`config.mk`:
```
export PLATFORM = sky130hd
export DESIGN_NAME = icache_direct
export DESIGN_NICKNAME = d
export VERILOG_FILES = /design/src/rtl/icache_direct.sv
export SDC_FILE = /design/constraint.sdc
export NUM_CORES = 1
export LEC_CHECK = 0
export CAP_MARGIN = 10
export CORE_MARGIN = 10
export CORE_UTILIZATION = 35
export CTS_BUF_LIST = sky130_fd_sc_hd__clkbuf_4
export CTS_CLUSTER_SIZE = 30
export DETAILED_ROUTE_END_ITERATION = 16
export PLACE_DENSITY = 0.58
export SLEW_MARGIN = 10
export SYNTH_ARGS = -nofsm -noshare
export SYNTH_HDL_FRONTEND = slang
export SYNTH_SLANG_ARGS = --single-unit
```
`constraint.sdc`:
```
create_clock -name CLK -period 7.34 [get_ports CLK]
set_input_delay 1.468 -clock CLK [delete_from_list [all_inputs] [get_ports CLK]]
set_output_delay 1.468 -clock CLK [all_outputs]
set_load 0.05 [all_outputs]
```
`src/rtl/icache_direct.sv`:
```
// icache_direct: direct-mapped, read-only instruction cache with one-word lines.
// Hits are answered combinationally. A miss starts a single-word fill through
// the controller's iREN/iwait handshake, and the fetch is then retried.
// Optional feature macro: ICACHE_STATS_EN adds saturating hit and miss counters.
// Without the macro, hit_count and miss_count are tied to 0.
module icache_direct #(
  parameter int SETS = 16
) (
  input  logic        CLK,
  input  logic        nRST,
  input  logic        imemREN,
  input  logic [31:0] imemaddr,
  input  logic        iflush,
  output logic        ihit,
  output logic [31:0] imemload,
  output logic        iREN,
  output logic [31:0] iaddr,
  input  logic        iwait,
  input  logic [31:0] iload,
  output logic [31:0] hit_count,
  output logic [31:0] miss_count
);
  localparam int IW = $clog2(SETS);
  localparam int TW = 30 - IW;

  typedef enum logic {IDLE, FILL} state_t;

  state_t          state;
  logic [SETS-1:0] valid;
  logic [TW-1:0]   tags [SETS];
  logic [31:0]     data [SETS];
  logic [29:0]     fill_addr;

  logic [TW-1:0]   req_tag;
  logic [IW-1:0]   req_idx;
  logic [TW-1:0]   fill_tag;
  logic [IW-1:0]   fill_idx;
  logic            lookup_hit;
  logic            miss_start;
  logic            fill_done;
  logic            unused_addr_lsb;

  assign req_tag  = imemaddr[31:IW+2];
  assign req_idx  = imemaddr[IW+1:2];
  assign fill_tag = fill_addr[29:IW];
  assign fill_idx = fill_addr[IW-1:0];

  // Byte offset within the word carries no information for a word fetch.
  assign unused_addr_lsb = ^imemaddr[1:0];

  assign lookup_hit = imemREN && valid[req_idx] && (tags[req_idx] == req_tag);
  assign miss_start = (state == IDLE) && imemREN && !lookup_hit;
  assign fill_done  = (state == FILL) && !iwait;

  // Fetch-side responses: only IDLE can answer; FILL never reports a hit.
  assign ihit     = (state == IDLE) && lookup_hit;
  assign imemload = ihit ? data[req_idx] : 32'h0;

  // Fill request follows the state register directly, so it cannot glitch.
  assign iREN  = (state == FILL);
  assign iaddr = iREN ? {fill_addr, 2'b00} : 32'h0;

  // Controller: latch the missing word address and hold it for the whole fill.
  always_ff @(posedge CLK) begin
    if (!nRST) begin
      state     <= IDLE;
      fill_addr <= '0;
    end else begin
      case (state)
        IDLE: if (miss_start) begin
          state     <= FILL;
          fill_addr <= imemaddr[31:2];
        end
        FILL: if (!iwait) state <= IDLE;
        default: state <= IDLE;
      endcase
    end
  end

  // Valid bits: flush wins over a fill landing in the same cycle.
  always_ff @(posedge CLK) begin
    if (!nRST)          valid <= '0;
    else if (iflush)    valid <= '0;
    else if (fill_done) valid[fill_idx] <= 1'b1;
  end

  // Tag/data store: written on fill completion; a discarded fill leaves the line invalid.
  always_ff @(posedge CLK) begin
    if (nRST && fill_done) begin
      tags[fill_idx] <= fill_tag;
      data[fill_idx] <= iload;
    end
  end

`ifdef ICACHE_STATS_EN
  logic [31:0] hit_q;
  logic [31:0] miss_q;

  // Saturating event counters; flush leaves them alone.
  always_ff @(posedge CLK) begin
    if (!nRST) begin
      hit_q  <= '0;
      miss_q <= '0;
    end else begin
      if (ihit && (hit_q != 32'hFFFF_FFFF))        hit_q  <= hit_q + 32'd1;
      if (miss_start && (miss_q != 32'hFFFF_FFFF)) miss_q <= miss_q + 32'd1;
    end
  end

  assign hit_count  = hit_q;
  assign miss_count = miss_q;
`else
  assign hit_count  = 32'h0;
  assign miss_count = 32'h0;
`endif

endmodule

```
Word level (Yosys, flattened, before mapping)
Memories as Yosys holds them, arrays and structs flattened.
Cells that the tools add are included.
- register bits after elaboration: 47
- logic and storage cells: 35
- memories: 2
- output and inout bits: 130
- bits in writable memories: 928
- input port bits: 69
- muxes and demuxes: 11
- equal/unequal tests: 1
- reduce and logical (&&, ||, !) cells: 12
- bitwise logic cells: 3
- magnitude comparators: 3
- memory list (name ; depth ; bits a word ; read ports ; clocked after Yosys merged registers in ; wr ports ; RTL line ; RTL):
    data ; 16 ; 32 ; 1 ; 0 ; 1 ; 31 ; logic [31:0] data [SETS];
    tags ; 16 ; 26 ; 1 ; 0 ; 1 ; 30 ; logic [TW-1:0] tags [SETS];
- operators with widths (kind ; count):
    $mux W32 ; 2
    $eq A26 B26 Y1 ; 1
    $or A16 B16 Y16 ; 1
    $lt A4 B5 Y1 const B ; 2
    $logic_and A1 B1 Y1 ; 8
    $mux W1 ; 6
    $bmux W1 S4 ; 1
    $demux W1 S4 ; 1
    $ge A4 B1 Y1 const B ; 1
    $logic_not A1 Y1 ; 2
    $not A1 Y1 ; 2
    $pmux W1 S2 ; 1
    $reduce_and A2 Y1 ; 1
    $reduce_or A2 Y1 ; 1

Depth between registers and ports, before layout
- depth in word-level cells: 8
- depth in mapped cells: 14
- depth with buffers taken out: 8

Least setup slack after synthesis
OpenSTA, ideal clock, no wires.
- path kind: input to register
- from: input port nRST
- to: memory data[3][0] (enable)
- buffers on the path: 2
- cell stages on the path: 4
- slack: 0.724 ns
- data arrival time: 6.071 ns
- data required time: 6.795 ns
- library setup time: 0.545 ns
- cells stage by stage: clkbuf_1 > clkbuf_1 > nand2_1 > nor3_1
- cells in the longest elaborated chain, start to end: 3
- RTL lines (item ; RTL line ; RTL):
    start: declaration ; 10 ; input logic nRST,
    $logic_and A1 B1 Y1 ; 89 ; if (nRST && fill_done) begin
    $mux W1 ; 89 ;
    $mux W1 (implied by the code) ; 91 ; data[fill_idx] <= iload;
    end: declaration ; 31 ;
No other way between the ends.

Final worst setup path
- from: input port imemaddr[4]
- to: output port imemload[14]
- cells in the longest elaborated chain, start to end: 6
- elaborated cells between the ends (all ways): 9
- classes of those cells: eq/ne (1); mux (3); reduce/logical (3); memory (2)
- RTL lines (item ; RTL line ; RTL):
    start: declaration ; 12 ; input logic [31:0] imemaddr,
    branches (longest 5 deep; another with $mem_v2 Z16 W26) ; - ;
    $mux W32 * ; 57 ; assign imemload = ihit ? data[req_idx] : 32'h0;
    end: declaration ; 15 ; output logic [31:0] imemload,
Mark *: on every way between the ends. The select of a mux whose other input is x is not followed.

==> run summary <==
CELLS AND AREA
--------------------------------------------------------------------------------------------------------
Leading cell types in the layout, fill and taps excluded .................................. edfxtp_1 (928), clkbuf_4 (323), mux4_2 (243), clkdlybuf4s50_1 (92), mux2i_1 (85)
Fraction of final layout cells sized beyond drive strength 1 ..............................        29.5%
Layout area overhead ......................................................................        15.8%
Final cell utilization of the core ........................................................        40.8%
Most frequent standard cell in the layout excluding fill and tap cells ....................     edfxtp_1
Number of nets at the end of the flow .....................................................         2332

CLOCKING
--------------------------------------------------------------------------------------------------------
# H-tree levels ...........................................................................            4
Total setup buffers inserted after CTS ....................................................            0
Hold buffer count at cts ..................................................................            0
Clock tree sinks ..........................................................................          975
Clock Root Buffer .........................................................................     clkbuf_4
CTS Buffer Depth ..........................................................................            3
Clock insertion delay at the later pin of the skew report .................................      1.08 ns
Clock buffer count from CTS ...............................................................          229
CTS tree ..................................................................................        built
Post-CTS clock slew at the launch and capture registers of the worst setup and hold paths .      0.06 ns
Cells resized by post-CTS repair ..........................................................            0

YOSYS
--------------------------------------------------------------------------------------------------------
Synth Instances ...........................................................................         1958
Share of the yosys chip area belonging to registers .......................................        73.7%
Post-Synthesis Cell Area ..................................................................  39100 sq um
Number of synthesized register bits .......................................................          975
Avg Cell Area, Syn ........................................................................   20.0 sq um
Yosys synthesis warning count .............................................................            0
Post-synthesis async set-or-reset flop share ..............................................           0%
Number of library cell types mapped by synthesis ..........................................           55
Number of flops mapped to enable cells by yosys ...........................................          928
Top flip-flop cell by instance count after synthesis ......................................     edfxtp_1

TIMING
--------------------------------------------------------------------------------------------------------
Final Hold Violating Endpoints ............................................................            0
Worst-margin pin slew .....................................................................      1.19 ns
Setup_tns .................................................................................         0 ns
Final Max Slew Viols ......................................................................            0
Number of failing setup endpoints in the final timing report ..............................            0
Fraction of the cycle the final worst path needs ..........................................        89.9%
Max Clock Skew ............................................................................    0.0678 ns
Max Fclk ..................................................................................      152 MHz
RSZ-0062 raised after global routing ......................................................        false
Tmin final ................................................................................      6.60 ns
Worst relative slew slack .................................................................        20.6%

FLOORPLANNING
--------------------------------------------------------------------------------------------------------
Total Die Area ............................................................................ 125000 sq um
Standard-cell row count ...................................................................          122
X dimension of the die ....................................................................       354 um
Number of placed I/O pins .................................................................          199
Initial Utilization .......................................................................        35.3%
Die Y-Extent ..............................................................................       354 um
Core area ................................................................................. 111000 sq um

ROUTE
--------------------------------------------------------------------------------------------------------
Count of nets left with antenna violations after detail routing ...........................            0
Violation count after the first detailed-route iteration ..................................         1524
Number of detailed-routing iterations run before antenna repair ...........................            7
Detail-routed net length per standard cell ................................................      24.6 um
Drt via density ...........................................................................         5.14
DRC Markers ...............................................................................            0
DR vias ...................................................................................        20168
Wire length reported by the detailed router ...............................................      96.5 mm

GLOBAL ROUTING
--------------------------------------------------------------------------------------------------------
GR Overflow Total .........................................................................            0
Global-route wire length before repair ....................................................       143 mm
Via count of the first global-routing pass ................................................        21502
All-Layer GR Usage ........................................................................        15.2%
Number of antenna violations at the first check in global routing .........................            6
Largest net degree at the start of global routing .........................................           68

STATUS
--------------------------------------------------------------------------------------------------------
Result of the run ......................................................................... finished, final reports clean

RUN
--------------------------------------------------------------------------------------------------------
Max-cap violations ........................................................................            0

WORST SETUP PATH
--------------------------------------------------------------------------------------------------------
Startpoint type of the worst setup path ................................................... primary input
Critical setup path kind ..................................................................       in2out
Required time worst endpoint ..............................................................      5.87 ns
Maximum net fanout on the critical path ...................................................           59
Category of the worst setup path capture point ............................................  output port
Worst EP arrival ..........................................................................      5.13 ns

POWER
--------------------------------------------------------------------------------------------------------
IR drop worst, VDD ........................................................................     0.114 mV
Reported leakage power ....................................................................      14.7 nW
Power density of the placed cells .........................................................  246 nW/um^2

PLACED DESIGN
--------------------------------------------------------------------------------------------------------
Sum of net half-perimeters after detailed placement .......................................      53.9 mm
Input/output buffers ......................................................................          130
Routability Congestion ....................................................................        0.781

HOLD PATH
--------------------------------------------------------------------------------------------------------
Worst Hold Class ..........................................................................      reg2reg

## worst max-delay path: stages
cell,delay [ns]
buf_8,0.44
buf_4,0.43
mux2_2,0.38
o22ai_1,0.17
a221oi_1,0.09
mux2i_1,0.18
or3b_2,0.46
nor4_1,0.46
nand4_1,0.16
buf_4,0.30
nor2b_1,0.29
buf_12,0.18
## state kept, by name, indices dropped and copies added (netlist names)
signal	cells
tags	416
iREN	1
valid	16
fill_addr	30
data	512
## worst paths after layout
kind | from | to | slack (ns) | cells after the start
worst max register to register | tags[14][14]$_DFFE_PP_ | fill_addr[3]$_SDFFE_PN0P_ | 3.77 | 9
worst max-delay path | imemaddr[4] | imemload[14] | 0.74 | 12
worst min register to register | valid[4]$_SDFFE_PP0P_ | valid[4]$_SDFFE_PP0P_ | 0.48 | 2
worst min-delay path | valid[4]$_SDFFE_PP0P_ | valid[4]$_SDFFE_PP0P_ | 0.48 | 2
## power by group
group          internal (W)  switching [W]  total [W]
Sequential          0.00617      0.0000903    0.00626
Combinational      0.000270       0.000430   0.000700
Clock               0.00209        0.00208    0.00417
## per-layer routing
layer  up-vias  global-route usage (%)  part of all wire (%)
met5         -                       0                 0.037
met4         6                    5.42                   2.5
met3       163                    3.79                   6.3
met2       692                    26.5                    52
met1     10620                    18.2                    39
li1       8687                       -                     -
## cell type report
class | instances | area (sq um)
Clock inverter | 76 | 387
Fill cell | 9873 | 65600
Clock buffer | 323 | 2420
Sequential cell | 975 | 28800
Antenna cell | 3 | 7.51
Inverter | 6 | 23.8
Tap cell | 1488 | 1860
Multi-Input combinational cell | 859 | 9550
Timing Repair Buffer | 192 | 2160
## Yosys cell counts, types with 2 or more instances
cell type,n,share of area [%]
o311ai_1,30,0.67
edfxtp_1,928,71
a21o_1,3,0.058
nor3_1,7,0.090
mux2_2,10,0.29
mux4_2,243,14
a22oi_1,13,0.25
a32oi_1,6,0.13
o221ai_1,2,0.045
buf_1,14,0.13
a211oi_1,2,0.038
nand4_1,7,0.11
buf_4,77,1.5
buf_2,21,0.27
a22o_1,2,0.045
a311oi_1,2,0.045
nand3_1,10,0.13
or3_1,2,0.032
xnor2_1,20,0.45
and3_1,33,0.53
nand2_1,45,0.43
and2_1,31,0.50
a221oi_1,5,0.11
xor2_1,4,0.090
nand2b_1,7,0.11
o211ai_1,2,0.038
a21oi_1,49,0.63
a31oi_1,2,0.032
buf_6,7,0.20
clkbuf_1,64,0.61
o31ai_1,31,0.60
inv_1,4,0.038
o22ai_1,4,0.064
nor2_1,76,0.73
mux2i_1,85,2.2
dfxtp_1,47,2.4
and3b_1,2,0.045
nor2b_1,42,0.67
nor4_1,3,0.048
## per-stage QoR
stage	cells	instance area (sq um)	hold WS, ns	power, W	setup WS, ns
3_5_place_dp	3519	42400	0.456	0.00708	0.749
3_3_place_gp	3519	42400	0.445	0.00706	0.855
6_report	3922	45200	0.478	0.0111	0.740
4_1_cts	3918	45200	0.477	0.0113	0.732
2_1_floorplan	2023	39300	0.431	0.00684	0.724
5_1_grt	3922	45200	0.492	0.0116	0.584
## kinds of logic (layout without fill, tap and decap cells)
logic type	count (synthesis)	after routing	share of synthesized area [%]
multiplexers	338	338	16.5
other	1	69	0.00960
AND/OR/NAND/NOR	272	272	3.59
AO/OA/AOI/OAI	159	159	2.89
XOR/XNOR	24	24	0.538
flip-flops	975	975	73.7
buffers and inverters	189	597	2.76
Note: power is estimated with default switching activity, not from simulation.
